<file path="src/rtl/mem_port_arbiter_if.sv">
// Bundle of requester, completion and memory-side signals for the shared memory port.
// slave = arbiter side, master = requester/memory side.
interface mem_port_arbiter_if #(
  parameter int unsigned ADDR_WIDTH = 64,
  parameter int unsigned DATA_WIDTH = 64
);
  logic                  if_req_i;
  logic [ADDR_WIDTH-1:0] if_addr_i;
  logic                  if_done_o;
  logic                  ls_req_i;
  logic                  ls_we_i;
  logic [ADDR_WIDTH-1:0] ls_addr_i;
  logic [DATA_WIDTH-1:0] ls_wdata_i;
  logic                  ls_done_o;
  logic [DATA_WIDTH-1:0] rdata_o;
  logic                  err_o;
  logic                  addr_sel_o;
  logic                  mem_req_o;
  logic                  mem_we_o;
  logic [ADDR_WIDTH-1:0] mem_addr_o;
  logic [DATA_WIDTH-1:0] mem_wdata_o;
  logic                  mem_ack_i;
  logic [DATA_WIDTH-1:0] mem_rdata_i;

  modport slave (
    input  if_req_i, if_addr_i, ls_req_i, ls_we_i, ls_addr_i, ls_wdata_i,
           mem_ack_i, mem_rdata_i,
    output if_done_o, ls_done_o, rdata_o, err_o, addr_sel_o,
           mem_req_o, mem_we_o, mem_addr_o, mem_wdata_o
  );

  modport master (
    output if_req_i, if_addr_i, ls_req_i, ls_we_i, ls_addr_i, ls_wdata_i,
           mem_ack_i, mem_rdata_i,
    input  if_done_o, ls_done_o, rdata_o, err_o, addr_sel_o,
           mem_req_o, mem_we_o, mem_addr_o, mem_wdata_o
  );
endinterface

</file>
<file path="src/rtl/mem_port_arbiter.sv">
// Round-robin arbiter sharing one memory port between instruction fetch and load/store,
// with a registered req/ack handshake and a watchdog that aborts a stalled access.
module mem_port_arbiter #(
  parameter int unsigned ADDR_WIDTH     = 64,
  parameter int unsigned DATA_WIDTH     = 64,
  parameter int unsigned TIMEOUT_CYCLES = 16
) (
  input logic               clk_i,
  input logic               arst_i,
  mem_port_arbiter_if.slave bus
);
  localparam int unsigned CNT_WIDTH = $clog2(TIMEOUT_CYCLES);
  localparam logic [CNT_WIDTH-1:0] CNT_LAST = CNT_WIDTH'(TIMEOUT_CYCLES - 1);
  localparam logic GNT_IF = 1'b0;
  localparam logic GNT_LS = 1'b1;

  typedef enum logic [1:0] {IDLE, BUSY_IF, BUSY_LS, DONE} state_t;

  state_t                state_q,     state_d;
  logic                  last_gnt_q,  last_gnt_d;
  logic [CNT_WIDTH-1:0]  cnt_q,       cnt_d;
  logic                  addr_sel_q,  addr_sel_d;
  logic [ADDR_WIDTH-1:0] mem_addr_q,  mem_addr_d;
  logic                  mem_we_q,    mem_we_d;
  logic [DATA_WIDTH-1:0] mem_wdata_q, mem_wdata_d;
  logic                  mem_req_q,   mem_req_d;
  logic [DATA_WIDTH-1:0] rdata_q,     rdata_d;
  logic                  if_done_q,   if_done_d;
  logic                  ls_done_q,   ls_done_d;
  logic                  err_q,       err_d;
  logic                  grant_ls;
  logic                  finish;

  // State and datapath registers.
  always_ff @(posedge clk_i or posedge arst_i) begin
    if (arst_i) begin
      state_q     <= IDLE;
      last_gnt_q  <= GNT_LS;
      cnt_q       <= '0;
      addr_sel_q  <= 1'b0;
      mem_addr_q  <= '0;
      mem_we_q    <= 1'b0;
      mem_wdata_q <= '0;
      mem_req_q   <= 1'b0;
      rdata_q     <= '0;
      if_done_q   <= 1'b0;
      ls_done_q   <= 1'b0;
      err_q       <= 1'b0;
    end else begin
      state_q     <= state_d;
      last_gnt_q  <= last_gnt_d;
      cnt_q       <= cnt_d;
      addr_sel_q  <= addr_sel_d;
      mem_addr_q  <= mem_addr_d;
      mem_we_q    <= mem_we_d;
      mem_wdata_q <= mem_wdata_d;
      mem_req_q   <= mem_req_d;
      rdata_q     <= rdata_d;
      if_done_q   <= if_done_d;
      ls_done_q   <= ls_done_d;
      err_q       <= err_d;
    end
  end

  // Next state and next register values; done/err default low so they pulse for one cycle.
  always_comb begin
    state_d     = state_q;
    last_gnt_d  = last_gnt_q;
    cnt_d       = cnt_q;
    addr_sel_d  = addr_sel_q;
    mem_addr_d  = mem_addr_q;
    mem_we_d    = mem_we_q;
    mem_wdata_d = mem_wdata_q;
    mem_req_d   = mem_req_q;
    rdata_d     = rdata_q;
    if_done_d   = 1'b0;
    ls_done_d   = 1'b0;
    err_d       = 1'b0;
    grant_ls    = 1'b0;
    finish      = 1'b0;

    case (state_q)
      IDLE: begin
        if (bus.if_req_i || bus.ls_req_i) begin
          // On a tie the requester that did not win last time gets the port.
          grant_ls    = bus.ls_req_i && (!bus.if_req_i || (last_gnt_q == GNT_IF));
          state_d     = grant_ls ? BUSY_LS : BUSY_IF;
          last_gnt_d  = grant_ls;
          addr_sel_d  = grant_ls;
          mem_addr_d  = grant_ls ? bus.ls_addr_i : bus.if_addr_i;
          mem_we_d    = grant_ls & bus.ls_we_i;
          mem_wdata_d = grant_ls ? bus.ls_wdata_i : '0;
          mem_req_d   = 1'b1;
          cnt_d       = '0;
        end
      end
      BUSY_IF, BUSY_LS: begin
        // An ack arriving in the expiry cycle still counts as success.
        if (bus.mem_ack_i) begin
          rdata_d = bus.mem_rdata_i;
          finish  = 1'b1;
        end else if (cnt_q == CNT_LAST) begin
          rdata_d = '0;
          err_d   = 1'b1;
          finish  = 1'b1;
        end else begin
          cnt_d = cnt_q + CNT_WIDTH'(1);
        end
        if (finish) begin
          state_d     = DONE;
          mem_req_d   = 1'b0;
          mem_we_d    = 1'b0;
          mem_wdata_d = '0;
          if_done_d   = (addr_sel_q == GNT_IF);
          ls_done_d   = (addr_sel_q == GNT_LS);
        end
      end
      DONE:    state_d = IDLE;
      default: state_d = IDLE;
    endcase
  end

  assign bus.if_done_o   = if_done_q;
  assign bus.ls_done_o   = ls_done_q;
  assign bus.rdata_o     = rdata_q;
  assign bus.err_o       = err_q;
  assign bus.addr_sel_o  = addr_sel_q;
  assign bus.mem_req_o   = mem_req_q;
  assign bus.mem_we_o    = mem_we_q;
  assign bus.mem_addr_o  = mem_addr_q;
  assign bus.mem_wdata_o = mem_wdata_q;
endmodule

</file>
<file path="src/flat_wrapper.sv">
// flat-port wrapper written by rule: the top's interface ports become plain ports
module mem_port_arbiter_flat 
#(
  parameter int unsigned ADDR_WIDTH     = 64,
  parameter int unsigned DATA_WIDTH     = 64,
  parameter int unsigned TIMEOUT_CYCLES = 16
)
  (clk_i, arst_i, bus_if_req_i, bus_if_addr_i, bus_ls_req_i, bus_ls_we_i, bus_ls_addr_i, bus_ls_wdata_i, bus_mem_ack_i, bus_mem_rdata_i, bus_if_done_o, bus_ls_done_o, bus_rdata_o, bus_err_o, bus_addr_sel_o, bus_mem_req_o, bus_mem_we_o, bus_mem_addr_o, bus_mem_wdata_o);
  mem_port_arbiter_if #(.ADDR_WIDTH(ADDR_WIDTH), .DATA_WIDTH(DATA_WIDTH)) bus_i ();
  input logic clk_i;
  input logic arst_i;
  input wire logic [$bits(bus_i.if_req_i)-1:0] bus_if_req_i;
  input wire logic [$bits(bus_i.if_addr_i)-1:0] bus_if_addr_i;
  input wire logic [$bits(bus_i.ls_req_i)-1:0] bus_ls_req_i;
  input wire logic [$bits(bus_i.ls_we_i)-1:0] bus_ls_we_i;
  input wire logic [$bits(bus_i.ls_addr_i)-1:0] bus_ls_addr_i;
  input wire logic [$bits(bus_i.ls_wdata_i)-1:0] bus_ls_wdata_i;
  input wire logic [$bits(bus_i.mem_ack_i)-1:0] bus_mem_ack_i;
  input wire logic [$bits(bus_i.mem_rdata_i)-1:0] bus_mem_rdata_i;
  output wire logic [$bits(bus_i.if_done_o)-1:0] bus_if_done_o;
  output wire logic [$bits(bus_i.ls_done_o)-1:0] bus_ls_done_o;
  output wire logic [$bits(bus_i.rdata_o)-1:0] bus_rdata_o;
  output wire logic [$bits(bus_i.err_o)-1:0] bus_err_o;
  output wire logic [$bits(bus_i.addr_sel_o)-1:0] bus_addr_sel_o;
  output wire logic [$bits(bus_i.mem_req_o)-1:0] bus_mem_req_o;
  output wire logic [$bits(bus_i.mem_we_o)-1:0] bus_mem_we_o;
  output wire logic [$bits(bus_i.mem_addr_o)-1:0] bus_mem_addr_o;
  output wire logic [$bits(bus_i.mem_wdata_o)-1:0] bus_mem_wdata_o;
  assign bus_i.if_req_i = bus_if_req_i;
  assign bus_i.if_addr_i = bus_if_addr_i;
  assign bus_i.ls_req_i = bus_ls_req_i;
  assign bus_i.ls_we_i = bus_ls_we_i;
  assign bus_i.ls_addr_i = bus_ls_addr_i;
  assign bus_i.ls_wdata_i = bus_ls_wdata_i;
  assign bus_i.mem_ack_i = bus_mem_ack_i;
  assign bus_i.mem_rdata_i = bus_mem_rdata_i;
  assign bus_if_done_o = bus_i.if_done_o;
  assign bus_ls_done_o = bus_i.ls_done_o;
  assign bus_rdata_o = bus_i.rdata_o;
  assign bus_err_o = bus_i.err_o;
  assign bus_addr_sel_o = bus_i.addr_sel_o;
  assign bus_mem_req_o = bus_i.mem_req_o;
  assign bus_mem_we_o = bus_i.mem_we_o;
  assign bus_mem_addr_o = bus_i.mem_addr_o;
  assign bus_mem_wdata_o = bus_i.mem_wdata_o;
  mem_port_arbiter #(.ADDR_WIDTH(ADDR_WIDTH), .DATA_WIDTH(DATA_WIDTH), .TIMEOUT_CYCLES(TIMEOUT_CYCLES)) u_core (.clk_i(clk_i), .arst_i(arst_i), .bus(bus_i));
endmodule
</file>
<file path="config.mk">
export PLATFORM = sky130hd
export DESIGN_NAME = mem_port_arbiter_flat
export DESIGN_NICKNAME = d
export VERILOG_FILES = /design/src/rtl/mem_port_arbiter_if.sv /design/src/rtl/mem_port_arbiter.sv /design/src/flat_wrapper.sv
export SDC_FILE = /design/constraint.sdc
export NUM_CORES = 1
export LEC_CHECK = 0
export BUFFER_PORTS_ARGS = -buffer_cell sky130_fd_sc_hd__clkbuf_2
export CORE_AREA = 2 2 178 180
export CTS_BUF_LIST = sky130_fd_sc_hd__clkbuf_4 sky130_fd_sc_hd__clkbuf_8 sky130_fd_sc_hd__clkbuf_16
export DETAILED_ROUTE_END_ITERATION = 8
export DIE_AREA = 0 0 180 182
export PLACE_DENSITY_LB_ADDON = 0.05
export SLEW_MARGIN = 20
export SYNTH_ARGS = -nofsm -noshare
export SYNTH_HDL_FRONTEND = slang
export SYNTH_SLANG_ARGS = --single-unit
</file>
<file path="constraint.sdc">
create_clock -name clk_i -period 5.9 [get_ports clk_i]
set_input_delay 0.295 -clock clk_i [delete_from_list [all_inputs] [get_ports clk_i]]
set_output_delay 0.295 -clock clk_i [all_outputs]
set_load 0.05 [all_outputs]
</file>
# Word level (Yosys, flattened, before mapping)
# Cells that the tools add are included.
# word_totals
register_bits	205
ramBits	0
n_memories	0
rom_bits	0
wordCells	66
out_inout_bits	198
latchBits	0
# op_classes
n_reduce_logical	13
n_eq_ne	8
bitwise	3
mul	0
order_cmp	0
add_sub_neg	1
muxes	29
shifts	0
div	0
# ops
op	count
64-bit two-way mux	6
64-bit one-hot mux with 2 select lines	1
1-bit two-way mux	12
4-bit two-way mux	3
4-bit one-hot mux with 2 select lines	1
2-bit two-way mux	3
2-bit one-hot mux with 3 select lines	1
2-bit AND reduction	3
4-bit by 1-bit adder with 4-bit output, second input constant	1
2-bit equality test, second input constant	2
4-bit equality test, second input constant	1
2-bit by 1-bit inequality test with 1-bit output, second input constant	2
2-bit inequality test, second input constant	2
1-bit one-hot mux with 2 select lines	2
4-bit AND reduction	1
2-bit nonzero test	2
3-bit AND reduction	1
2-bit by 1-bit equality test with 1-bit output, second input constant	1
2-bit logical NOT	1
1-bit logical OR	2
1-bit inverter	2
2-bit OR reduction	1
1-bit bitwise AND	1
1-bit logical AND	1
1-bit logical NOT	1

# Depth between registers and ports, before layout
# depth
word_depth	6
depth_mapped	8

# Least setup slack after synthesis
# Ideal clock, no wire load.
# synth_path
kind	reg2reg
start	reg u_core.state_q[0]
end	reg u_core.mem_wdata_q[10], in the netlist u_core.bus.mem_wdata_o[10]
slack_ns	4.111
t_required_ns	5.779
period_less_slack_ns	1.789
setup_ns	0.121
path_stages_with_launch	8
path_buffers	2
arrival_time_ns	1.668
cell_sequence	dfrtp_1 -> inv_1 -> ha_1 -> nor2b_1 -> a211o_1 -> buf_4 -> buf_4 -> a22o_1
# synth_between
elab_chain_len	4
elab_cells_between_ends	9
cone_classes	eq/ne: 4; mux: 1; reduce/logical: 4
# synth_rtl
element	line	rtl
start, declared	mem_port_arbiter.sv:19	state_t state_q, state_d;
start signal, assigned	mem_port_arbiter.sv:50	state_q <= state_d;
2-bit by 1-bit equality test with 1-bit output or 2-bit equality test (tied branches)	mem_port_arbiter.sv:82	case (state_q)
2-bit OR reduction	mem_port_arbiter.sv:82	
2-bit by 1-bit inequality test with 1-bit output (no line) or 2-bit nonzero test (tied branches)	-	
3-bit AND reduction (no line)	-	
end signal, assigned	mem_port_arbiter.sv:56	mem_wdata_q <= mem_wdata_d;
end, declared	mem_port_arbiter.sv:25	logic [DATA_WIDTH-1:0] mem_wdata_q, mem_wdata_d;
# Parallel ways exist; a longest one is shown, timed or not.
# A chain may end at the register's enable or synchronous reset.

# Worst setup path after layout
# layout_path
start	reg u_core.state_q[0]
end	reg u_core.rdata_q[50], in the netlist u_core.bus.rdata_o[50]
# layout_between
elab_chain_len	3
elab_cells_between_ends	4
cone_classes	eq/ne: 2; reduce/logical: 2
# layout_rtl
element	line	rtl
2-bit by 1-bit equality test with 1-bit output or 2-bit equality test (tied branches)	mem_port_arbiter.sv:82	
2-bit OR reduction (*)	mem_port_arbiter.sv:82	
2-bit AND reduction (no line) (*)	-	
end signal, assigned	mem_port_arbiter.sv:58	rdata_q <= rdata_d;
end, declared	mem_port_arbiter.sv:27	logic [DATA_WIDTH-1:0] rdata_q, rdata_d;
# Every way passes the cells marked *; elsewhere a longest branch is shown, timed or not.

==> results.md <==
* DRC violations left at 0
* MaxCap Viol Count at 0
* Mapped cell area at 0.00807 sq mm
* Layout area overhead at 60.7%
* Post-route ant nets at 0
* Leakage power total at 0.00685 uW
* Commonest non-fill, non-tap cell in the layout: clkbuf_2
* Post-Synthesis Cells at 626
* Final setup TNS at 0 ns
* Top cell type's share of synthesized area at 63.2%
* Tmin final at 2.57 ns
* Layout cells sized above 1 at 43.0%
* Final Hold Vio Count at 0
* CP delay by family, top: buffers and inverters
* Rows at 65
* Outcome: completed
* Die height at 182 microns
* First-pass GRT wire length at 42000 microns
* Top cells by area, synth: dfrtp_1, a22o_1, mux2i_1
* DP Wirelength at 18500 microns
* Slew Viols, Final at 0
* Die footprint at 0.0328 sq mm
* Slew HR at 37.5%
* Yosys cell types at 36
* DR pass1 iterations at 4
* Part of the Yosys area used for sequential elements at 63.6%
* Critical path required time at 6.30 ns
* Hold crit path type: in -> reg
* Clock skew at 0.00714 ns
* Count of state elements after synthesis at 205
* Total vias in the final route at 7074
* Startpoint types: register
* Largest net degree at the start of global routing at 106
* H-tree levels at 1
* Setup CP Type: reg -> reg
* Die X at 180 microns
* Power per cell area at 686 mW/mm^2
* Area leader, netlist: dfrtp_1
* Worst VDD drop at 0.287 mV
* Hold_ws at 0.0331 ns
* WL/cell at 16.8 microns
* Most frequent cells in the layout: clkbuf_2, dfrtp_1, a22o_1, dlygate4sd3_1, mux2i_1
* Post-synth EDFFs at 0
* CTS Root Cell: clkbuf_16
* Critical Path AT at 2.96 ns
* Vias in the first global route at 7323
* Overall Global Routing Usage at 16.0%
* DR vias/cell at 4.37
* Crit path buffers/inverters at 3
* Slowest-stage cell, CP: buf_4
* TritonCTS clock tree: done
* Core region area at 0.0310 sq mm
* Initial DRC Count at 263
* CTS resizes at 0
* RSZ-0062 raised after global routing: false
* Clk sinks at 205
* Max clock buf depth at 3
* CP dominant cell by count: buf_4
* CTS buffer count at 26
* Post-synthesis net count at 892
* Slew of the pin with the lowest slew margin at 0.937 ns
* Worst path cell trace: inv_1, ha_1, and2_2, buf_4, nor2_4, buf_4, a22o_1
* Total Wirelength at 27200 microns
* Final critical-path share of the clock period at 43.5%
* Initial antenna violation count at 0
* Peak Freq at 390 MHz
* Mean Syn Cell Area at 12.9 sq um
* Fin nets at 1465
* Total gr overflow at 0
* Clock latency on the worst-skew pair at 0.52 ns
* Crit path max fanout at 66
* Slowest stage delay, CP at 0.58 ns
* Port Buffers at 459
* Clock Pin Slew Worst Setup and Hold Paths at 0.06 ns
* Top FF cell, synth: dfrtp_1
* Synth warnings at 0
* Io pins at 460
* Global placer's final weighted congestion at 0.721
* Final setup viols at 0
* Initial core utilization at 26.0%
* Async SR Flop Fraction at 100%
* Diodes inserted at 0
* Crit path capture type: register
where the power goes:
part | total, uW | leakage [uW] | switching, uW | internal [uW]
combinational | 4690 | 0.00375 | 3520 | 1170
sequential | 2450 | 0.00262 | 362 | 2090
clock | 1760 | 0.000482 | 608 | 1150
total | 8900 | 0.00685 | 4490 | 4410
synth_stat cells, types with 2 or more instances:
master,instances
dfrtp_1,204
nor2b_1,2
o21ai_1,28
a22o_1,130
o21ai_0,37
nand4b_1,2
ha_1,4
nand2_1,65
buf_4,9
nor2_1,5
buf_2,22
a21oi_1,3
buf_1,5
nor3b_2,2
mux2i_1,67
nand3_1,2
clkbuf_1,14
inv_1,7
cells by family (layout without fill, tap and decap cells):
family | after synthesis | count (layout) | share of synthesized area [%]
AND/OR/NAND/NOR | 86 | 86 | 4.81
adder cells (fa/ha/maj) | 4 | 4 | 0.620
multiplexers | 68 | 68 | 8.45
AO/OA/AOI/OAI | 206 | 206 | 19.1
buffers and inverters | 57 | 647 | 3.41
flip-flops | 205 | 205 | 63.6
sequential cells by signal, summed over array words and instances, names as in the netlist, 2 cells and up:
register	flops
u_core.bus.mem_addr_o	64
u_core.bus.mem_wdata_o	64
u_core.bus.rdata_o	64
u_core.cnt_q	4
u_core.state_q	2
stage by stage:
step	cells	setup WS (ns)	area (sq um)	total power, uW	util, %
after floorplan	626	0.0109	8070	5980	-
after global placement	1445	3.34	10700	7140	34.6
after detailed placement	1445	3.31	10700	7150	34.6
after CTS	1618	3.28	13000	9040	41.9
after global routing	1618	3.12	13000	9410	41.9
final	1618	3.33	13000	8900	41.9
metal layers:
| metal | global-route usage (%) | routed length [microns] | vias to the layer above |
|---|---|---|---|
| met3 | 4.17 | 2040 | 48 |
| met5 | 0 | 0 | - |
| met2 | 27.3 | 13300 | 302 |
| met4 | 5.17 | 738 | 0 |
| met1 | 19.8 | 11100 | 3283 |
| li1 | - | - | 3441 |
area by class of cell:
| type | instances | area [sq um] |
|---|---|---|
| fill | 3053 | 18000 |
| sequential | 205 | 5130 |
| timing repair buffer | 595 | 3640 |
| multi-input combinational | 364 | 2700 |
| clock buffer | 37 | 801 |
| tap | 402 | 503 |
| clock inverter | 8 | 165 |
| inverter | 7 | 33.8 |
final timing paths:
check	start	to	slack, ns	cells past startpoint
max	u_core.state_q[0]	u_core.bus.rdata_o[50]	3.33	7
max in group asynchronous	arst_i	u_core.bus.mem_wdata_o[35]	3.89	4
max reg2reg	u_core.state_q[0]	u_core.bus.rdata_o[50]	3.33	7
min reg2reg	u_core.bus.mem_req_o	u_core.bus.mem_req_o	0.48	1
min	bus_mem_rdata_i[50]	u_core.bus.rdata_o[50]	0.03	2
min in group asynchronous	arst_i	u_core.bus.mem_addr_o[33]	0.44	3
what timing repair did:
item,4_1_cts,5_1_grt
hold endpoints to repair,222,0
hold buffers,128,0
setup buffers,0,0
No activity file was read; power rests on OpenSTA's default activity.
